### config.mk
export PLATFORM = sky130hd
export DESIGN_NAME = trng_ctrl
export DESIGN_NICKNAME = d
export VERILOG_FILES = /design/src/rtl/trng_pkg.sv /design/src/rtl/trng_sync.sv /design/src/rtl/trng_ctrl.sv
export SDC_FILE = /design/constraint.sdc
export NUM_CORES = 1
export LEC_CHECK = 0
export CAP_MARGIN = 10
export CORE_ASPECT_RATIO = 1.4
export CORE_MARGIN = 5
export CORE_UTILIZATION = 55
export CTS_CLUSTER_DIAMETER = 40
export DETAILED_ROUTE_END_ITERATION = 10
export GPL_ROUTABILITY_DRIVEN = 0
export PLACE_DENSITY_LB_ADDON = 0.25
export SYNTH_ARGS = -nofsm -noshare
export SYNTH_HDL_FRONTEND = slang
export SYNTH_SLANG_ARGS = --single-unit
### constraint.sdc
create_clock -name clk -period 2.8 [get_ports clk]
set_clock_uncertainty 0.05 [all_clocks]
set_input_delay 0.28 -clock clk [delete_from_list [all_inputs] [get_ports clk]]
set_output_delay 0.28 -clock clk [all_outputs]
set_load 0.01 [all_outputs]
### src/rtl/trng_pkg.sv
// Shared types and defaults for the ring-oscillator TRNG controller.
// No logic; imported by trng_sync and trng_ctrl.
package trng_pkg;
  typedef enum logic [1:0] {
    ST_IDLE   = 2'd0,
    ST_WARMUP = 2'd1,
    ST_SAMPLE = 2'd2,
    ST_HOLD   = 2'd3
  } state_t;

  localparam int BYTE_W         = 8;
  localparam int DEF_N_RO       = 4;
  localparam int DEF_WARMUP     = 64;
  localparam int DEF_SAMPLE_DIV = 8;
endpackage

### src/rtl/trng_sync.sv
// N-wide two-flop synchroniser for the free-running oscillator outputs.
// Latency 2 clk; no backpressure, runs in every state.
module trng_sync
  import trng_pkg::*;
#(
  parameter int W = DEF_N_RO
) (
  input  logic         clk,
  input  logic         rst_n,
  input  logic [W-1:0] i_d,
  output logic [W-1:0] o_q
);
  logic [W-1:0] r_meta;
  logic [W-1:0] r_sync;

  always_ff @(posedge clk or negedge rst_n) begin
    if (!rst_n) begin
      r_meta <= '0;
      r_sync <= '0;
    end else begin
      r_meta <= i_d;
      r_sync <= r_meta;
    end
  end

  assign o_q = r_sync;
endmodule

### src/rtl/trng_ctrl.sv
// TRNG sequencer: warm-up, divided XOR sampling, byte packing; byte held until data_ready.
// Optional von Neumann debiasing when TRNG_VON_NEUMANN_EN is defined; en=0 aborts to IDLE.
module trng_ctrl
  import trng_pkg::*;
#(
  parameter int N_RO          = DEF_N_RO,
  parameter int WARMUP_CYCLES = DEF_WARMUP,
  parameter int SAMPLE_DIV    = DEF_SAMPLE_DIV
) (
  input  logic              clk,
  input  logic              rst_n,
  input  logic              en,
  output logic              ro_en,
  input  logic [N_RO-1:0]   ro_bits,
  output logic [BYTE_W-1:0] data_out,
  output logic              data_valid,
  input  logic              data_ready,
  output logic              busy
);
  localparam int WW = (WARMUP_CYCLES > 1) ? $clog2(WARMUP_CYCLES) : 1;
  localparam int DW = $clog2(SAMPLE_DIV);
  localparam int BW = $clog2(BYTE_W);
  localparam logic [WW-1:0] WARM_LAST = WW'(WARMUP_CYCLES - 1);
  localparam logic [DW-1:0] DIV_LAST  = DW'(SAMPLE_DIV - 1);
  localparam logic [BW-1:0] BIT_LAST  = BW'(BYTE_W - 1);

  logic [N_RO-1:0]   w_sync;
  logic              w_raw;
  logic              w_tick;
  logic              w_acc_vld;
  logic              w_acc_bit;

  state_t            r_state;
  logic              r_ro_en;
  logic              r_busy;
  logic              r_data_valid;
  logic [BYTE_W-1:0] r_data_out;
  logic [BYTE_W-1:0] r_shreg;
  logic [WW-1:0]     r_wcnt;
  logic [DW-1:0]     r_div;
  logic [BW-1:0]     r_bcnt;

  trng_sync #(.W(N_RO)) u_sync (
    .clk   (clk),
    .rst_n (rst_n),
    .i_d   (ro_bits),
    .o_q   (w_sync)
  );

  assign w_raw  = ^w_sync;
  assign w_tick = (r_state == ST_SAMPLE) && (r_div == DIV_LAST);

`ifdef TRNG_VON_NEUMANN_EN
  logic r_vn_have;
  logic r_vn_first;

  // Pair register only lives inside SAMPLE, so leaving it (abort or HOLD) clears it.
  always_ff @(posedge clk or negedge rst_n) begin
    if (!rst_n) begin
      r_vn_have  <= 1'b0;
      r_vn_first <= 1'b0;
    end else if (!en || r_state != ST_SAMPLE) begin
      r_vn_have  <= 1'b0;
      r_vn_first <= 1'b0;
    end else if (w_tick) begin
      r_vn_have  <= !r_vn_have;
      r_vn_first <= r_vn_have ? r_vn_first : w_raw;
    end
  end

  assign w_acc_vld = w_tick && r_vn_have && (r_vn_first != w_raw);
  assign w_acc_bit = r_vn_first;
`else
  assign w_acc_vld = w_tick;
  assign w_acc_bit = w_raw;
`endif

  always_ff @(posedge clk or negedge rst_n) begin
    if (!rst_n) begin
      r_state      <= ST_IDLE;
      r_ro_en      <= 1'b0;
      r_busy       <= 1'b0;
      r_data_valid <= 1'b0;
      r_data_out   <= '0;
      r_shreg      <= '0;
      r_wcnt       <= '0;
      r_div        <= '0;
      r_bcnt       <= '0;
    end else if (r_state != ST_IDLE && !en) begin
      r_state      <= ST_IDLE;
      r_ro_en      <= 1'b0;
      r_busy       <= 1'b0;
      r_data_valid <= 1'b0;
      r_shreg      <= '0;
      r_wcnt       <= '0;
      r_div        <= '0;
      r_bcnt       <= '0;
    end else begin
      case (r_state)
        ST_IDLE: begin
          if (en) begin
            r_state <= ST_WARMUP;
            r_ro_en <= 1'b1;
            r_busy  <= 1'b1;
            r_wcnt  <= '0;
          end
        end
        ST_WARMUP: begin
          if (r_wcnt == WARM_LAST) begin
            r_state <= ST_SAMPLE;
            r_div   <= '0;
            r_bcnt  <= '0;
            r_shreg <= '0;
          end else begin
            r_wcnt <= r_wcnt + 1'b1;
          end
        end
        ST_SAMPLE: begin
          r_div <= (r_div == DIV_LAST) ? '0 : r_div + 1'b1;
          if (w_acc_vld) begin
            r_shreg <= {r_shreg[BYTE_W-2:0], w_acc_bit};
            if (r_bcnt == BIT_LAST) begin
              r_state      <= ST_HOLD;
              r_data_out   <= {r_shreg[BYTE_W-2:0], w_acc_bit};
              r_data_valid <= 1'b1;
              r_bcnt       <= '0;
            end else begin
              r_bcnt <= r_bcnt + 1'b1;
            end
          end
        end
        ST_HOLD: begin
          if (data_ready) begin
            r_state      <= ST_SAMPLE;
            r_data_valid <= 1'b0;
            r_div        <= '0;
            r_bcnt       <= '0;
          end
        end
        default: r_state <= ST_IDLE;
      endcase
    end
  end

  assign ro_en      = r_ro_en;
  assign busy       = r_busy;
  assign data_valid = r_data_valid;
  assign data_out   = r_data_out;
endmodule

==> flow_summary_export.csv <==
group,metric,value,unit
cts,numCtsBuffers,5,
timing,finalHoldViolations,0,
floorplan,ios,19,
cts,postCtsSetupBuffers,0,
placed_design,dp_hpwl,2490,microns
cells_and_area,final-instance-count-excl-fill,214,
critical_path,crit_slowest_cell,"or4_4",
floorplan,die_area,4600,sq um
synth,synth_commonest_cells,"dfrtp_1, ha_1, mux2_2, a22o_1, inv_1",
critical_path,cp.buffers_inverters,2,
cts,numClockSinks,39,
cells_and_area,n_antenna_cell,0,
grt,grt_pass1_vias,1318,
cts,cts.clk_slew.worst_paths,0.08,ns
floorplan,num_rows,24,
grt,grt_pass1_wl,6330,microns
critical_path,cpPeakStageDelay,0.54,ns
timing,fmax,0.382,GHz
critical_path,crit_type,"register to register",
drt,drt_iter0_drc,35,
synth,syn_inst,151,
drt,routed_wl,3430,microns
status,status,"completed",
critical_path,rrSetupSlack,0.19,ns
timing,tns,0,ns
floorplan,core-area,3150,sq um
cells_and_area,drive_gt1_share,14.9,%
critical_path,arrival,2.75,ns
synth,seq_area_frac_synth,53.3,%
cts,cts_tree,"built",
synth,ys_ff_latch,39,
critical_path,crit_cells,8,
critical_path,crit_path_max_fanout,8,
critical_path,rr_endpoint,"r_state[1]",
synth,yosys-top-cells-area,"dfrtp_1, ha_1, mux2_2, a22o_1, o22a_1",
cts,holdBufCountCts,0,
floorplan,fp.dieW,58.8,microns
cts,clockBufferDepth,2,
critical_path,critical_path.startpoint,"r_state[0]",
drt,wire_per_inst,16.0,microns
synth,yosysTopAreaCellShare,53.3,%
timing,worst_slack,0.185,ns
cells_and_area,fill_cells,245,
placed_design,dp_cells,206,
grt,track_usage,17.9,%
cts,cts_resized,0,
synth,synth_area_leader_cell,"dfrtp_1",
floorplan,die_y,78.3,microns
timing,period_needed,2.61,ns
timing,post-route-period-util,93.4,%
worst_hold_path,min_path_type,"input port to async pin",
run,max_cap_violations,0,
critical_path,crit_family,"simple AND/OR/NAND/NOR gates",
synth,synth_edf_count,0,
grt,overflow,0,
pwr,leakage,0.00105,uW
placed_design,place_ws,0.168,ns
floorplan,initial_core_util,58.1,%
drt,vias,1231,
cells_and_area,area_growth,18.3,%
drt,first_pass_iters,4,
timing,setup_viol,0,
cts,clk_latency,0.30,ns
critical_path,rr_worst_depth,8,
cts,cts_max_level,2,
pwr,peakVddDrop,0.000518,V
critical_path,critical_path.cell_chain,"inv_1 -> ha_1 -> inv_1 -> ha_1 -> nand2b_2 -> a21oi_2 -> or4_4 -> mux2_4",
timing,grt_setup_unrepaired,"no",
critical_path,worstSetupStartpointType,"register",
critical_path,reg2reg_from,"r_state[0]",
timing,drv_slew,0,
synth,ys_async_sr_fraction,100,%
critical_path,cp-end-kind,"register",
cells_and_area,final-seq-area,976,sq um
timing,relSlewSlack,44.3,%
cells_and_area,nNetsFinal,195,
placed_design,port_buffers,18,
timing,worst_slew_pin_slew,0.835,ns
grt,grt_max_degree,40,
synth,syn_area,1830,sq um
synth,yosysMostFrequentCell,"dfrtp_1",
synth,yosysUniqueCellTypes,37,
pwr,power_density,823,nW/um^2
cts,cts-root-buf,"clkbuf_8",
drt,vias_per_cell,5.75,
synth,synth.avg_cell_area,12.1,sq um
grt,antenna_found_initial,0,
drt,drc,0,
synth,synth_fp_nets,172,
synth,yosysWarningCount,0,
critical_path,crit_required,2.94,ns
drt,drtAntennaViolNets,0,
synth,ys.flop_type,"dfrtp_1",
cells_and_area,multi_input_area,812,sq um
layer usage:
metal	vias up	global-route usage [%]	part of all wire, %
met3	5	4.60	3.6
met4	0	8.16	2.0
met5	-	0	0
met2	24	29.1	52
met1	607	21.8	42
li1	595	-	-
sequential cells by signal, summed over array words and instances, names as in the netlist:
name           count
u_sync.o_q         4
data_valid         1
data_out           8
r_shreg            7
busy               1
r_wcnt             6
r_bcnt             3
r_state            2
u_sync.r_meta      4
r_div              3
worst max path at each step:
stage	endpoint
after CTS	r_state[1]
after detailed placement	r_state[1]
final	r_state[1]
after global routing	r_state[1]
after floorplan	r_state[1]
after global placement	r_state[1]
through the flow:
| step | hold WS [ns] | utilization (%) | cell area [sq um] | total power, uW |
|---|---|---|---|---|
| 3_5_place_dp | 0.291 | 64.9 | 2050 | 1310 |
| 3_3_place_gp | 0.283 | 64.9 | 2050 | 1280 |
| 5_1_grt | 0.0989 | 68.7 | 2170 | 1910 |
| 2_1_floorplan | -0.0656 | - | 1830 | 1120 |
| 4_1_cts | 0.0515 | 68.6 | 2160 | 1790 |
| 6_report | 0.0320 | 68.7 | 2170 | 1780 |
report_power, final:
group | switching [uW] | internal [uW]
sequential | 51.5 | 617
clock | 206 | 270
combinational | 353 | 284
total | 611 | 1170
area by class of cell:
type | instances | share of cell area (%)
tap | 39 | 2.25
sequential | 39 | 45.1
clock inverter | 3 | 2.20
clock buffer | 5 | 3.18
multi-input combinational | 101 | 37.5
inverter | 8 | 1.39
timing repair buffer | 19 | 8.43
cell usage in the layout, fill, tap and decap left out, types with 2 or more instances in the layout:
cell,instances
a22o_1,9
clkdlybuf4s50_1,17
inv_1,8
a31oi_1,3
o21ai_0,2
a21oi_1,4
nor4_1,3
mux2i_1,3
mux2_2,10
o31ai_1,4
o21a_1,2
nor3_1,4
nand2b_1,4
o22a_1,4
nor2_1,7
xnor2_1,2
clkbuf_8,5
nand2_1,6
dfrtp_1,39
nand3_1,3
ha_1,13
nor3b_1,2
kinds of logic (layout without fill, tap and decap cells):
kind of cell | after synthesis | after routing | synth area share (%)
simple gates | 40 | 40 | 12.5
compound gates | 31 | 31 | 12.8
xor+xnor | 3 | 3 | 1.44
buf+inv | 11 | 35 | 2.46
fa+ha+maj | 13 | 13 | 8.89
flops | 39 | 39 | 53.3
mux | 14 | 14 | 8.61
Note: power is estimated with default switching activity, not from simulation.
